--- src/rtl/alu_pkg.sv ---
// alu_pkg: opcode encoding and default widths shared by the ALU execute stage
package alu_pkg;

    localparam int ALU_DATA_W = 64;
    localparam int ALU_TAG_W  = 4;

    typedef enum logic [1:0] {
        OP_ADD = 2'b00,
        OP_SUB = 2'b01,
        OP_AND = 2'b10,
        OP_XOR = 2'b11
    } alu_op_e;

endpackage

--- src/rtl/alu_exec_stage_if.sv ---
// alu_exec_stage_if: operation-in / result-out handshake bundle of the execute stage
interface alu_exec_stage_if #(
    parameter int DATA_W = 64,
    parameter int TAG_W  = 4
);

    logic              in_valid;
    logic              in_ready;
    logic [1:0]        in_op;
    logic [DATA_W-1:0] in_a;
    logic [DATA_W-1:0] in_b;
    logic [TAG_W-1:0]  in_tag;
    logic              out_valid;
    logic              out_ready;
    logic [DATA_W-1:0] out_result;
    logic              out_flag;
    logic [TAG_W-1:0]  out_tag;

    modport master (
        output in_valid, in_op, in_a, in_b, in_tag, out_ready,
        input  in_ready, out_valid, out_result, out_flag, out_tag
    );

    modport slave (
        input  in_valid, in_op, in_a, in_b, in_tag, out_ready,
        output in_ready, out_valid, out_result, out_flag, out_tag
    );

endinterface

--- src/rtl/alu.sv ---
// alu: combinational add/sub/and/xor with carry (add) or borrow (sub) flag
module alu
    import alu_pkg::*;
#(
    parameter int DATA_W = ALU_DATA_W
) (
    input  alu_op_e           op,
    input  logic [DATA_W-1:0] a,
    input  logic [DATA_W-1:0] b,
    output logic [DATA_W-1:0] result,
    output logic              flag
);

    logic [DATA_W:0] sum;
    logic [DATA_W:0] diff;

    assign sum  = {1'b0, a} + {1'b0, b};
    assign diff = {1'b0, a} - {1'b0, b};

    // the extra top bit is carry-out for add and borrow (a < b) for sub
    always_comb begin
        result = (op == OP_ADD) ? sum[DATA_W-1:0] :
                 (op == OP_SUB) ? diff[DATA_W-1:0] :
                 (op == OP_AND) ? (a & b) : (a ^ b);
        flag   = (op == OP_ADD) ? sum[DATA_W] :
                 (op == OP_SUB) ? diff[DATA_W] : 1'b0;
    end

endmodule

--- src/rtl/alu_exec_stage.sv ---
// alu_exec_stage: operand register -> alu -> 2-entry result FIFO, with sticky flag and retire counter
module alu_exec_stage
    import alu_pkg::*;
#(
    parameter int DATA_W = ALU_DATA_W,
    parameter int TAG_W  = ALU_TAG_W
) (
    input  logic              clk,
    input  logic              rst_n,
    alu_exec_stage_if.slave   bus,
    input  logic              flag_clr,
    output logic              flag_sticky,
    output logic [15:0]       retired_cnt,
    output logic              busy
);

    logic              op_valid;
    alu_op_e           op_op;
    logic [DATA_W-1:0] op_a;
    logic [DATA_W-1:0] op_b;
    logic [TAG_W-1:0]  op_tag;

    logic [DATA_W-1:0] alu_result;
    logic              alu_flag;

    logic [DATA_W-1:0] buf_result [2];
    logic              buf_flag   [2];
    logic [TAG_W-1:0]  buf_tag    [2];
    logic              wr_ptr;
    logic              rd_ptr;
    logic [1:0]        count;

    logic              accept;
    logic              advance;
    logic              retire;

    // a retire frees a buffer slot on the same edge, so a full buffer still lets the operand advance
    assign retire         = bus.out_valid && bus.out_ready;
    assign advance        = op_valid && (count != 2'd2 || retire);
    assign bus.in_ready   = !op_valid || advance;
    assign accept         = bus.in_valid && bus.in_ready;
    assign bus.out_valid  = count != 2'd0;
    assign bus.out_result = bus.out_valid ? buf_result[rd_ptr] : '0;
    assign bus.out_flag   = bus.out_valid && buf_flag[rd_ptr];
    assign bus.out_tag    = bus.out_valid ? buf_tag[rd_ptr] : '0;
    assign busy           = op_valid || bus.out_valid;

    alu #(.DATA_W(DATA_W)) u_alu (
        .op     (op_op),
        .a      (op_a),
        .b      (op_b),
        .result (alu_result),
        .flag   (alu_flag)
    );

    // control state: operand valid, FIFO pointers/count, sticky flag, retire counter
    always_ff @(posedge clk or negedge rst_n) begin
        if (!rst_n) begin
            op_valid    <= 1'b0;
            wr_ptr      <= 1'b0;
            rd_ptr      <= 1'b0;
            count       <= 2'd0;
            flag_sticky <= 1'b0;
            retired_cnt <= 16'd0;
        end else begin
            if (bus.in_ready)
                op_valid <= bus.in_valid;
            wr_ptr      <= wr_ptr ^ advance;
            rd_ptr      <= rd_ptr ^ retire;
            count       <= count + {1'b0, advance} - {1'b0, retire};
            flag_sticky <= (retire && bus.out_flag) ? 1'b1 : flag_clr ? 1'b0 : flag_sticky;
            retired_cnt <= retired_cnt + {15'd0, retire};
        end
    end

    // datapath storage needs no reset: outputs are gated by out_valid and alu inputs by op_valid
    always_ff @(posedge clk) begin
        if (accept) begin
            op_op  <= alu_op_e'(bus.in_op);
            op_a   <= bus.in_a;
            op_b   <= bus.in_b;
            op_tag <= bus.in_tag;
        end
        if (advance) begin
            buf_result[wr_ptr] <= alu_result;
            buf_flag[wr_ptr]   <= alu_flag;
            buf_tag[wr_ptr]    <= op_tag;
        end
    end

endmodule

--- src/flat_wrapper.sv ---
// flat-port wrapper written by rule: the top's interface ports become plain ports
module alu_exec_stage_flat import alu_pkg::*;
#(
    parameter int DATA_W = ALU_DATA_W,
    parameter int TAG_W  = ALU_TAG_W
)
  (clk, rst_n, flag_clr, flag_sticky, retired_cnt, busy, bus_in_valid, bus_in_op, bus_in_a, bus_in_b, bus_in_tag, bus_out_ready, bus_in_ready, bus_out_valid, bus_out_result, bus_out_flag, bus_out_tag);
  alu_exec_stage_if #(.DATA_W(DATA_W), .TAG_W(TAG_W)) bus_i ();
  input  logic clk;
  input  logic rst_n;
  input  logic flag_clr;
  output logic flag_sticky;
  output logic [15:0] retired_cnt;
  output logic busy;
  input wire logic [$bits(bus_i.in_valid)-1:0] bus_in_valid;
  input wire logic [$bits(bus_i.in_op)-1:0] bus_in_op;
  input wire logic [$bits(bus_i.in_a)-1:0] bus_in_a;
  input wire logic [$bits(bus_i.in_b)-1:0] bus_in_b;
  input wire logic [$bits(bus_i.in_tag)-1:0] bus_in_tag;
  input wire logic [$bits(bus_i.out_ready)-1:0] bus_out_ready;
  output wire logic [$bits(bus_i.in_ready)-1:0] bus_in_ready;
  output wire logic [$bits(bus_i.out_valid)-1:0] bus_out_valid;
  output wire logic [$bits(bus_i.out_result)-1:0] bus_out_result;
  output wire logic [$bits(bus_i.out_flag)-1:0] bus_out_flag;
  output wire logic [$bits(bus_i.out_tag)-1:0] bus_out_tag;
  assign bus_i.in_valid = bus_in_valid;
  assign bus_i.in_op = bus_in_op;
  assign bus_i.in_a = bus_in_a;
  assign bus_i.in_b = bus_in_b;
  assign bus_i.in_tag = bus_in_tag;
  assign bus_i.out_ready = bus_out_ready;
  assign bus_in_ready = bus_i.in_ready;
  assign bus_out_valid = bus_i.out_valid;
  assign bus_out_result = bus_i.out_result;
  assign bus_out_flag = bus_i.out_flag;
  assign bus_out_tag = bus_i.out_tag;
  alu_exec_stage #(.DATA_W(DATA_W), .TAG_W(TAG_W)) u_core (.clk(clk), .rst_n(rst_n), .bus(bus_i), .flag_clr(flag_clr), .flag_sticky(flag_sticky), .retired_cnt(retired_cnt), .busy(busy));
endmodule
--- config.mk ---
export PLATFORM = sky130hd
export DESIGN_NAME = alu_exec_stage_flat
export DESIGN_NICKNAME = d
export VERILOG_FILES = /design/src/rtl/alu_pkg.sv /design/src/rtl/alu_exec_stage_if.sv /design/src/rtl/alu.sv /design/src/rtl/alu_exec_stage.sv /design/src/flat_wrapper.sv
export SDC_FILE = /design/constraint.sdc
export NUM_CORES = 1
export LEC_CHECK = 0
export CELL_PAD_IN_SITES_DETAIL_PLACEMENT = 0
export CELL_PAD_IN_SITES_GLOBAL_PLACEMENT = 1
export CORE_UTILIZATION = 35
export DETAILED_ROUTE_END_ITERATION = 12
export PLACE_DENSITY = 0.78
export SLEW_MARGIN = 25
export SYNTH_ARGS = -nofsm -noshare
export SYNTH_HDL_FRONTEND = slang
export SYNTH_SLANG_ARGS = --single-unit
--- constraint.sdc ---
create_clock -name clk -period 7.66 [get_ports clk]
set_input_delay 1.149 -clock clk [delete_from_list [all_inputs] [get_ports clk]]
set_output_delay 1.149 -clock clk [all_outputs]
set_load 0.01 [all_outputs]
==> results of run 1 <==
[critical path, cell delays in order (launching register included)]
cell       delay [ps]
edfxtp_1          390
ha_1              250
fa_1              420
nor2b_1           160
o211a_1           270
or2_1             260
nand3_1           120
o21ai_1           140
a21oi_1           350
o21ai_1           330
a21o_1            300
a221oi_1          460
o41ai_1           160
a2111oi_0         500
o221ai_1          210
[cells by family after synthesis]
| family | after synthesis | synth area share |
|---|---|---|
| buffers and inverters | 263 | 0.0521 |
| flip-flops | 294 | 0.448 |
| XOR/XNOR | 27 | 0.0121 |
| adder cells (fa/ha/maj) | 136 | 0.0882 |
| AO/OA/AOI/OAI | 638 | 0.217 |
| AND/OR/NAND/NOR | 572 | 0.137 |
| multiplexers | 88 | 0.0456 |
[placed cells by master (no fill, tap or decap), types with 16 or more instances in the layout]
| cell | instances |
|---|---|
| a211oi_1 | 34 |
| a21o_1 | 39 |
| a21oi_1 | 201 |
| a31oi_1 | 16 |
| clkbuf_16 | 38 |
| clkdlybuf4s50_1 | 226 |
| dfrtp_1 | 21 |
| edfxtp_1 | 272 |
| ha_1 | 132 |
| inv_1 | 146 |
| mux2i_1 | 83 |
| nand2_1 | 95 |
| nand2b_1 | 25 |
| nand3_1 | 29 |
| nand4_1 | 21 |
| nor2_1 | 255 |
| nor3_1 | 48 |
| o211ai_1 | 36 |
| o21ai_0 | 103 |
| o21bai_1 | 38 |
| o31ai_1 | 16 |
| xnor2_1 | 24 |
[metrics by stage]
step                setup slack [ps]  utilization  area [sq um]  power [mW]  instances
floorplan                       2700            -         19500        4.00       2018
global placement                3130        0.406         22400        5.20       2892
detailed placement              3080        0.407         22400        5.27       2894
CTS                             3050        0.427         23500        6.91       2955
global route                    2810        0.427         23500        7.23       2955
finish                          3010        0.427         23500        6.86       2955
[state kept, by name, indices dropped and copies added, names as in the netlist]
| signal | flops |
|---|---|
| u_core.buf_result | 128 |
| u_core.op_a | 64 |
| u_core.op_b | 64 |
| u_core.retired_cnt | 16 |
| u_core.buf_tag | 8 |
| u_core.op_tag | 4 |
| u_core.buf_flag | 2 |
| u_core.count | 2 |
| u_core.op_op | 2 |
| u_core.flag_sticky | 1 |
| u_core.op_valid | 1 |
| u_core.rd_ptr | 1 |
| u_core.wr_ptr | 1 |
[layer usage]
| metal | vias up | wire length (um) | track usage |
|---|---|---|---|
| li1 | 7802 | - | - |
| met5 | - | 13 | 0 |
| met1 | 7982 | 27800 | 0.299 |
| met4 | 2 | 1830 | 0.0661 |
| met2 | 693 | 28700 | 0.351 |
| met3 | 120 | 4490 | 0.0359 |
[how the worst max path moves through the flow]
stage | startpoint | end | cells after the start
after global routing | u_core.op_b[4] | u_core.buf_result[1][59] | 14
after CTS | u_core.op_a[24] | u_core.buf_result[1][40] | 13
after detailed placement | u_core.op_a[24] | u_core.buf_result[1][40] | 13
final | u_core.op_b[0] | u_core.buf_result[0][62] | 14
after floorplan | bus_out_ready | u_core.op_a[0] | 3
after global placement | u_core.op_a[24] | u_core.buf_result[0][40] | 13
[layout make-up]
type / instances / area share
clock inverters: 13 / 0.00447
well taps: 748 / 0.0398
clock buffers: 48 / 0.0421
repair buffers: 240 / 0.102
flip-flops and latches: 294 / 0.371
multi-input cells: 1461 / 0.416
inverters: 151 / 0.0241
[report_power, final]
| part | internal, mW | total (mW) | switching (mW) |
|---|---|---|---|
| clock | 0.941 | 1.62 | 0.679 |
| combinational | 1.20 | 2.89 | 1.69 |
| sequential | 2.18 | 2.35 | 0.177 |
| total | 4.32 | 6.86 | 2.54 |
==> results.toml, run 1 <==
[routing]
via_count = 16600
route.detailed.drc = 0
viasPerCell = 5.62
ant_nets = 0
drt_iter0_drc = 1434
drt_wl_total_mm = 62.8
dr.pass1.iters = 6
wl_per_cell_um = 21.3

[logic_synthesis]
synth_ff_type = "edfxtp_1"
synthCells = 2018
yosysSeqAreaShare = 0.448
synth_top_area_frac = 0.420
yosysTopAreaCell = "edfxtp_1"
syn_area_per_cell_sq_um = 9.65
synth-edff-count = 272
synth_fp_nets = 2293
syn_area_sq_um = 19500
synth_seq_cells = 294
synthTopCellsByArea = "edfxtp_1 42%, ha_1 8.6%, a21oi_1 5.2%, nor2_1 5.0%, mux2i_1 4.3%"
yosysWarnings = 0
synthTopCellsByCount = "272 x edfxtp_1, 257 x nor2_1, 201 x a21oi_1"
async_reset_ff_frac = 0.0748
synth_cell_types = 94
yosysMostFrequentCell = "edfxtp_1"

[clock_tree]
cts_buffers = 35
cts_resized = 0
ctsHoldBuffers = 0
clock_path_buffers = 3
clk_pin_slew_ps = 60
ctsRootBufferMaster = "clkbuf_16"
cts_sinks = 294
htreeDepth = 2
cts_setup_buffers = 0
cts_tree = "built"
clk-insertion-delay-late_ps = 560

[global_route]
grt_start_max_net_pins = 78
grt_pass1_wl_mm = 95.8
antenna_found_initial = 1
gr-total-overflow = 0
grt.total_usage = 0.218
grt_pass1_vias = 16000

[power]
p_leak_nw = 9.16
power_density_nw_per_um2 = 292
peakVddDrop_mv = 0.158

[final_layout]
syn_to_final_growth_pct = 20.7
fillerInstances = 5278
diodes = 0
nets = 2458
drive_gt1_frac = 0.0494
regArea_sq_um = 8720
multi_input_area_sq_um = 9770

[floorplan]
coreArea_sq_um = 55000
die_h_um = 238
ioPinCount = 228
initial_core_util = 0.354
rows = 86
die_area_sq_um = 56600
die_x_um = 238

[worst_setup_path]
arrival_ps = 4900
end_kind = "flip-flop"
critPathMaxFanout = 6
timing.rr.end = "u_core.buf_result[0][62]"
required_ps = 7910
worstRegToRegCells = 14
r2r_slack_ps = 3010
worstReg2RegStart = "u_core.op_b[0]"
start_kind = "flip-flop"
critPathKind = "flip-flop to flip-flop"

[run_status]
status = "complete, no violations"

[timing]
setup_viol = 0
hold_violations = 0
period_share = 0.607
rsz0062_at_grt = "no"
fin_hold_ws_ps = 446
tns_ps = 0
fin_worst_skew_ps = 31.8
worst_pin_slew_ps = 1070
slew_viol_final = 0
layout_min_cycle_time_ps = 4650
clock.fmax_mhz = 215
slew_headroom = 0.286

[place]
place_hpwl_mm = 46.3
finalWeightedCongestion = 0.924
port_buffers = 227

[hold_path]
timing.hold.worst.start = "u_core.op_tag[2]"
hp-class = "flip-flop to flip-flop"
worst_hold_path.num_cells = 0
min_to = "u_core.buf_tag[1][2]"

[flow_run]
cap_violations = 0
Note: power is estimated with default switching activity, not from simulation.
==> run 2: changes to the inputs <==
==> constraint.sdc (replaced) <==
create_clock -name clk -period 4.67 [get_ports clk]
set_input_delay 0.7005 -clock clk [delete_from_list [all_inputs] [get_ports clk]]
set_output_delay 0.7005 -clock clk [all_outputs]
set_load 0.01 [all_outputs]
==> run 2 against run 1 <==
- core utilization increased by 0.46 points
- total power up 67%
- first-iteration DRC count increased by 4.3%
==> results.toml, run 2 (synthesized netlist as in run 1, its figures left out) <==
[power]
peakVddDrop_mv = 0.241
p_leak_nw = 9.30
power_density_nw_per_um2 = 483

[timing]
fin_worst_skew_ps = 28.4
hold_violations = 0
slew_headroom = 0.224
tns_ps = 0
layout_min_cycle_time_ps = 4420
worst_pin_slew_ps = 1160
rsz0062_at_grt = "no"
clock.fmax_mhz = 226
slew_viol_final = 0
setup_viol = 0
period_share = 0.947

[floorplan]
die_area_sq_um = 56600
rows = 86
coreArea_sq_um = 55000
die_h_um = 238
initial_core_util = 0.354
die_x_um = 238
ioPinCount = 228

[global_route]
grt_start_max_net_pins = 134
grt.total_usage = 0.218
grt_pass1_vias = 16100
gr-total-overflow = 0
antenna_found_initial = 0
grt_pass1_wl_mm = 95.8

[clock_tree]
cts_resized = 0
clk-insertion-delay-late_ps = 560
cts_sinks = 294
ctsRootBufferMaster = "clkbuf_16"
ctsHoldBuffers = 0
clock_path_buffers = 3
clk_pin_slew_ps = 60
cts_setup_buffers = 0
cts_buffers = 35
htreeDepth = 2
cts_tree = "built"

[flow_run]
cap_violations = 0

[routing]
viasPerCell = 5.64
dr.pass1.iters = 6
route.detailed.drc = 0
via_count = 16800
drt_iter0_drc = 1495
wl_per_cell_um = 21.2
ant_nets = 0
drt_wl_total_mm = 63.0

[worst_setup_path]
required_ps = 4970
critPathKind = "flip-flop to flip-flop"
end_kind = "flip-flop"
critPathMostFrequentCell = "o21a_1"
critPathMaxStageDelay_ps = 490
slowest_stage = "ha_1"
crit_chain = "ha_1 -> and2_1 -> o211ai_1 -> a2111oi_0 -> buf_4 -> o2111a_1 -> o2111ai_1 -> o21a_1 -> o21a_1 -> o21ai_1 -> a21o_1 -> nor2_1 -> xnor2_1 -> a221o_1"
timing.critical_path.buf_inv = 1
start_kind = "flip-flop"
critPathMaxFanout = 10
critical-path-top-delay-family = "compound AO/OA/AOI/OAI gates"
arrival_ps = 4730

[hold_path]
hp-class = "primary input to asynchronous set/reset pin"

[final_layout]
regArea_sq_um = 8720
layout_common_cells = "272 x edfxtp_1, 255 x nor2_1, 226 x clkdlybuf4s50_1"
final_common_cell = "edfxtp_1"
drive_gt1_frac = 0.0584
largest_register_ffs = 128
syn_to_final_growth_pct = 22.0
finish.utilization = 0.432
top_register = "u_core.buf_result"
multi_input_area_sq_um = 9770
reg_top3 = "u_core.buf_result: 128 flops, u_core.op_a: 64 flops, u_core.op_b: 64 flops"
diodes = 0
fillerInstances = 5304
nets = 2477

[run_status]
status = "complete, no violations"

[place]
port_buffers = 227
place_hpwl_mm = 46.5
finalWeightedCongestion = 0.909
-- run 2: cell types whose count changed in the layout (fill, tap and decap cells not counted), moves of 2 or more --
cell	before	now
buf_12	0	7
buf_16	2	0
buf_4	11	25
bufinv_16	1	3
clkbuf_1	10	6
clkbuf_8	0	3
clkinv_4	2	0
-- run 2: layout make-up --
type / count / area share
clock buffer: 46 / 0.0417
clock inverter: 15 / 0.00701
inverter: 151 / 0.0239
multi-input combinational: 1461 / 0.411
sequential: 294 / 0.367
tap: 748 / 0.0394
timing repair buffer: 259 / 0.109
-- run 2: path summary, 6_finish.rpt --
check	slack, ps	end	cells after the start	start
worst min-delay path	110	u_core.retired_cnt[7]	1	rst_n
worst max-delay path	250	u_core.buf_result[0][59]	14	u_core.op_a[4]
worst min register to register	450	u_core.buf_tag[0][3]	0	u_core.op_tag[3]
worst max register to register	250	u_core.buf_result[0][59]	14	u_core.op_a[4]
max in group asynchronous	4170	u_core.rd_ptr	1	rst_n
min in group clk	450	u_core.buf_tag[0][3]	0	u_core.op_tag[3]
-- run 2: report_power, final --
group          switching (mW)  total, mW  internal (mW)
Combinational            2.84       4.88           2.03
Clock                    1.12       2.78           1.66
Sequential              0.241       3.81           3.57
-- run 2: worst reg2reg max path: stages (launching register included) --
cell and delay [ps]:
edfxtp_1 400, ha_1 490, and2_1 220, o211ai_1 140, a2111oi_0 450, buf_4 190
o2111a_1 310, o2111ai_1 290, o21a_1 360, o21a_1 250, o21ai_1 250, a21o_1 260
nor2_1 70, xnor2_1 160, a221o_1 330
-- run 2: stage by stage --
stage          worst slack [ps]  power [mW]  hold WS, ps  cell area (sq um)  std cells
6_report                    246        11.5          111              23700       2974
4_1_cts                     301        11.5          452              23700       2974
5_1_grt                    10.0        12.0          141              23700       2974
3_3_place_gp                253        8.61          423              22500       2909
3_5_place_dp                365        8.71          441              22600       2913
2_1_floorplan               159        6.57          405              19500       2018
-- run 2: metal layers --
layer / routed length, um / track usage
met4: 1410 / 0.0588
met3: 3950 / 0.0286
met1: 28700 / 0.307
met2: 29000 / 0.350
met5: 0 / 0
==> run 3: changes to the inputs <==
==> constraint.sdc (replaced) <==
create_clock -name clk -period 5.1 [get_ports clk]
set_input_delay 0.765 -clock clk [delete_from_list [all_inputs] [get_ports clk]]
set_output_delay 0.765 -clock clk [all_outputs]
set_load 0.01 [all_outputs]
==> run 3 against run 2 <==
- hold slack improved by 63 ps
- clock power down 14%
- maximum frequency is 8.5% lower
- first-iteration DRC count fell by 8.4%
- non-clock buffer count is 15 lower
- largest cell class unchanged
- highest routed layer unchanged
==> results.toml, run 3 (synthesized netlist as in run 1, its figures left out) <==
[timing]
slew_viol_final = 0
worst_pin_slew_ps = 951
period_share = 0.948
layout_min_cycle_time_ps = 4840
hold_violations = 0
tns_ps = 0
slew_headroom = 0.363
rsz0062_at_grt = "no"
clock.fmax_mhz = 207
fin_worst_skew_ps = 23.9
setup_viol = 0

[global_route]
antenna_found_initial = 0
grt.total_usage = 0.215
grt_start_max_net_pins = 135
grt_pass1_wl_mm = 94.3
grt_pass1_vias = 15900
gr-total-overflow = 0

[place]
port_buffers = 227
place_hpwl_mm = 45.7
dpl_cell_area_sq_um = 22500
finalWeightedCongestion = 0.924

[clock_tree]
cts_sinks = 294
cts_resized = 0
ctsRootBufferMaster = "clkbuf_16"
cts_buffers = 35
clock_path_buffers = 3
ctsHoldBuffers = 0
clk_pin_slew_ps = 60
cts_setup_buffers = 0
htreeDepth = 2
clk-insertion-delay-late_ps = 560
cts_tree = "built"

[final_layout]
top_register = "u_core.buf_result"
diodes = 0
final_common_cell = "edfxtp_1"
nets = 2462
drive_gt1_frac = 0.0516
fin_area_sq_um = 23500
syn_to_final_growth_pct = 20.9
reg_top3 = "u_core.buf_result: 128 flops, u_core.op_a: 64 flops, u_core.op_b: 64 flops"
largest_register_ffs = 128
layout_common_cells = "272 x edfxtp_1, 255 x nor2_1, 226 x clkdlybuf4s50_1"

[routing]
viasPerCell = 5.63
drt_iter0_drc = 1370
route.detailed.drc = 0
ant_nets = 0
wl_per_cell_um = 21.0
dr.pass1.iters = 5
via_count = 16700
drt_wl_total_mm = 62.2

[power]
pwr-share-clk = 0.232
power_density_nw_per_um2 = 436
internal_power_mw = 6.48
swShare = 0.369
peakVddDrop_mv = 0.223
p_switching_mw = 3.79
combPwrFrac = 0.421
p_leak_nw = 9.19
p_seq_frac = 0.346

[worst_setup_path]
worstRegToRegCells = 14
critPathMaxFanout = 10
crit_start = "u_core.op_a[4]"
arrival_ps = 5130
r2r_slack_ps = 260
timing.rr.end = "u_core.buf_result[0][59]"
end_kind = "flip-flop"
required_ps = 5390
cp-endpoint = "u_core.buf_result[0][59]"
critPathKind = "flip-flop to flip-flop"
worstReg2RegStart = "u_core.op_a[4]"
start_kind = "flip-flop"

[floorplan]
die_x_um = 238
die_area_sq_um = 56600
die_h_um = 238
coreArea_sq_um = 55000
ioPinCount = 228
rows = 86
initial_core_util = 0.354

[flow_run]
cap_violations = 0

[run_status]
status = "complete, no violations"

[hold_path]
hp-class = "primary input to asynchronous set/reset pin"
-- run 3: changes by cell type in the layout (fill, tap and decap cells not counted), sizes merged --
cell      delta
clkinv       +5
inv          -1
buf         -15
clkbuf       -3
clkinvlp     +1
bufinv       -2
-- run 3: layout make-up --
| type | instances | area, sq um |
|---|---|---|
| Clock buffer | 43 | 957 |
| Fill cell | 5320 | 31400 |
| Timing Repair Buffer | 244 | 2460 |
| Sequential cell | 294 | 8720 |
| Multi-Input combinational cell | 1461 | 9770 |
| Clock inverter | 18 | 130 |
| Tap cell | 748 | 936 |
| Inverter | 151 | 567 |
-- run 3: stage by stage --
stage / total power [mW] / hold slack (ps) / setup slack [ps] / cells / util
3_3_place_gp: 7.85 / 422 / 326 / 2896 / 0.408
3_5_place_dp: 7.92 / 435 / 437 / 2898 / 0.408
5_1_grt: 10.8 / 198 / 97.8 / 2959 / 0.428
4_1_cts: 10.3 / 448 / 381 / 2959 / 0.428
6_report: 10.3 / 173 / 264 / 2959 / 0.428
2_1_floorplan: 6.01 / 421 / 524 / 2018 / -
-- run 3: worst max-delay path, cell delays in order (launching register included) --
cell and delay [ps]:
edfxtp_1 400, ha_1 480, and2_1 220, o211ai_1 170
a2111oi_0 690, buf_4 230, o2111a_1 380, o2111ai_1 350
o21a_1 390, o21a_1 240, o21ai_1 190, a21o_1 270
nor2_1 80, xnor2_1 150, a221o_1 310
-- run 3: power groups by stage --
stage	logic (mW)	clock network [mW]	registers [mW]
2_1_floorplan	2.53	0	3.48
3_3_place_gp	4.25	0	3.60
3_5_place_dp	4.30	0	3.61
4_1_cts	4.32	2.46	3.57
5_1_grt	4.67	2.52	3.62
6_report	4.33	2.38	3.56
-- run 3: how the worst min path moves through the flow --
stage	startpoint	endpoint	slack, ps	depth (start not counted)
5_1_grt	rst_n	u_core.retired_cnt[12]	200	1
3_3_place_gp	u_core.op_tag[0]	u_core.buf_tag[0][0]	420	0
6_report	rst_n	u_core.retired_cnt[14]	170	1
2_1_floorplan	u_core.op_tag[0]	u_core.buf_tag[0][0]	420	0
3_5_place_dp	u_core.op_tag[2]	u_core.buf_tag[1][2]	430	0
4_1_cts	u_core.op_tag[2]	u_core.buf_tag[0][2]	450	0
-- run 3: routing by layer --
metal / vias up / global-route usage / wire length, um / part of all wire
met5: - / 0 / 0 / 0
met4: 0 / 0.0778 / 2120 / 0.034
met3: 115 / 0.0362 / 4470 / 0.072
met2: 698 / 0.339 / 27900 / 0.45
met1: 8022 / 0.296 / 27700 / 0.45
li1: 7816 / - / - / -
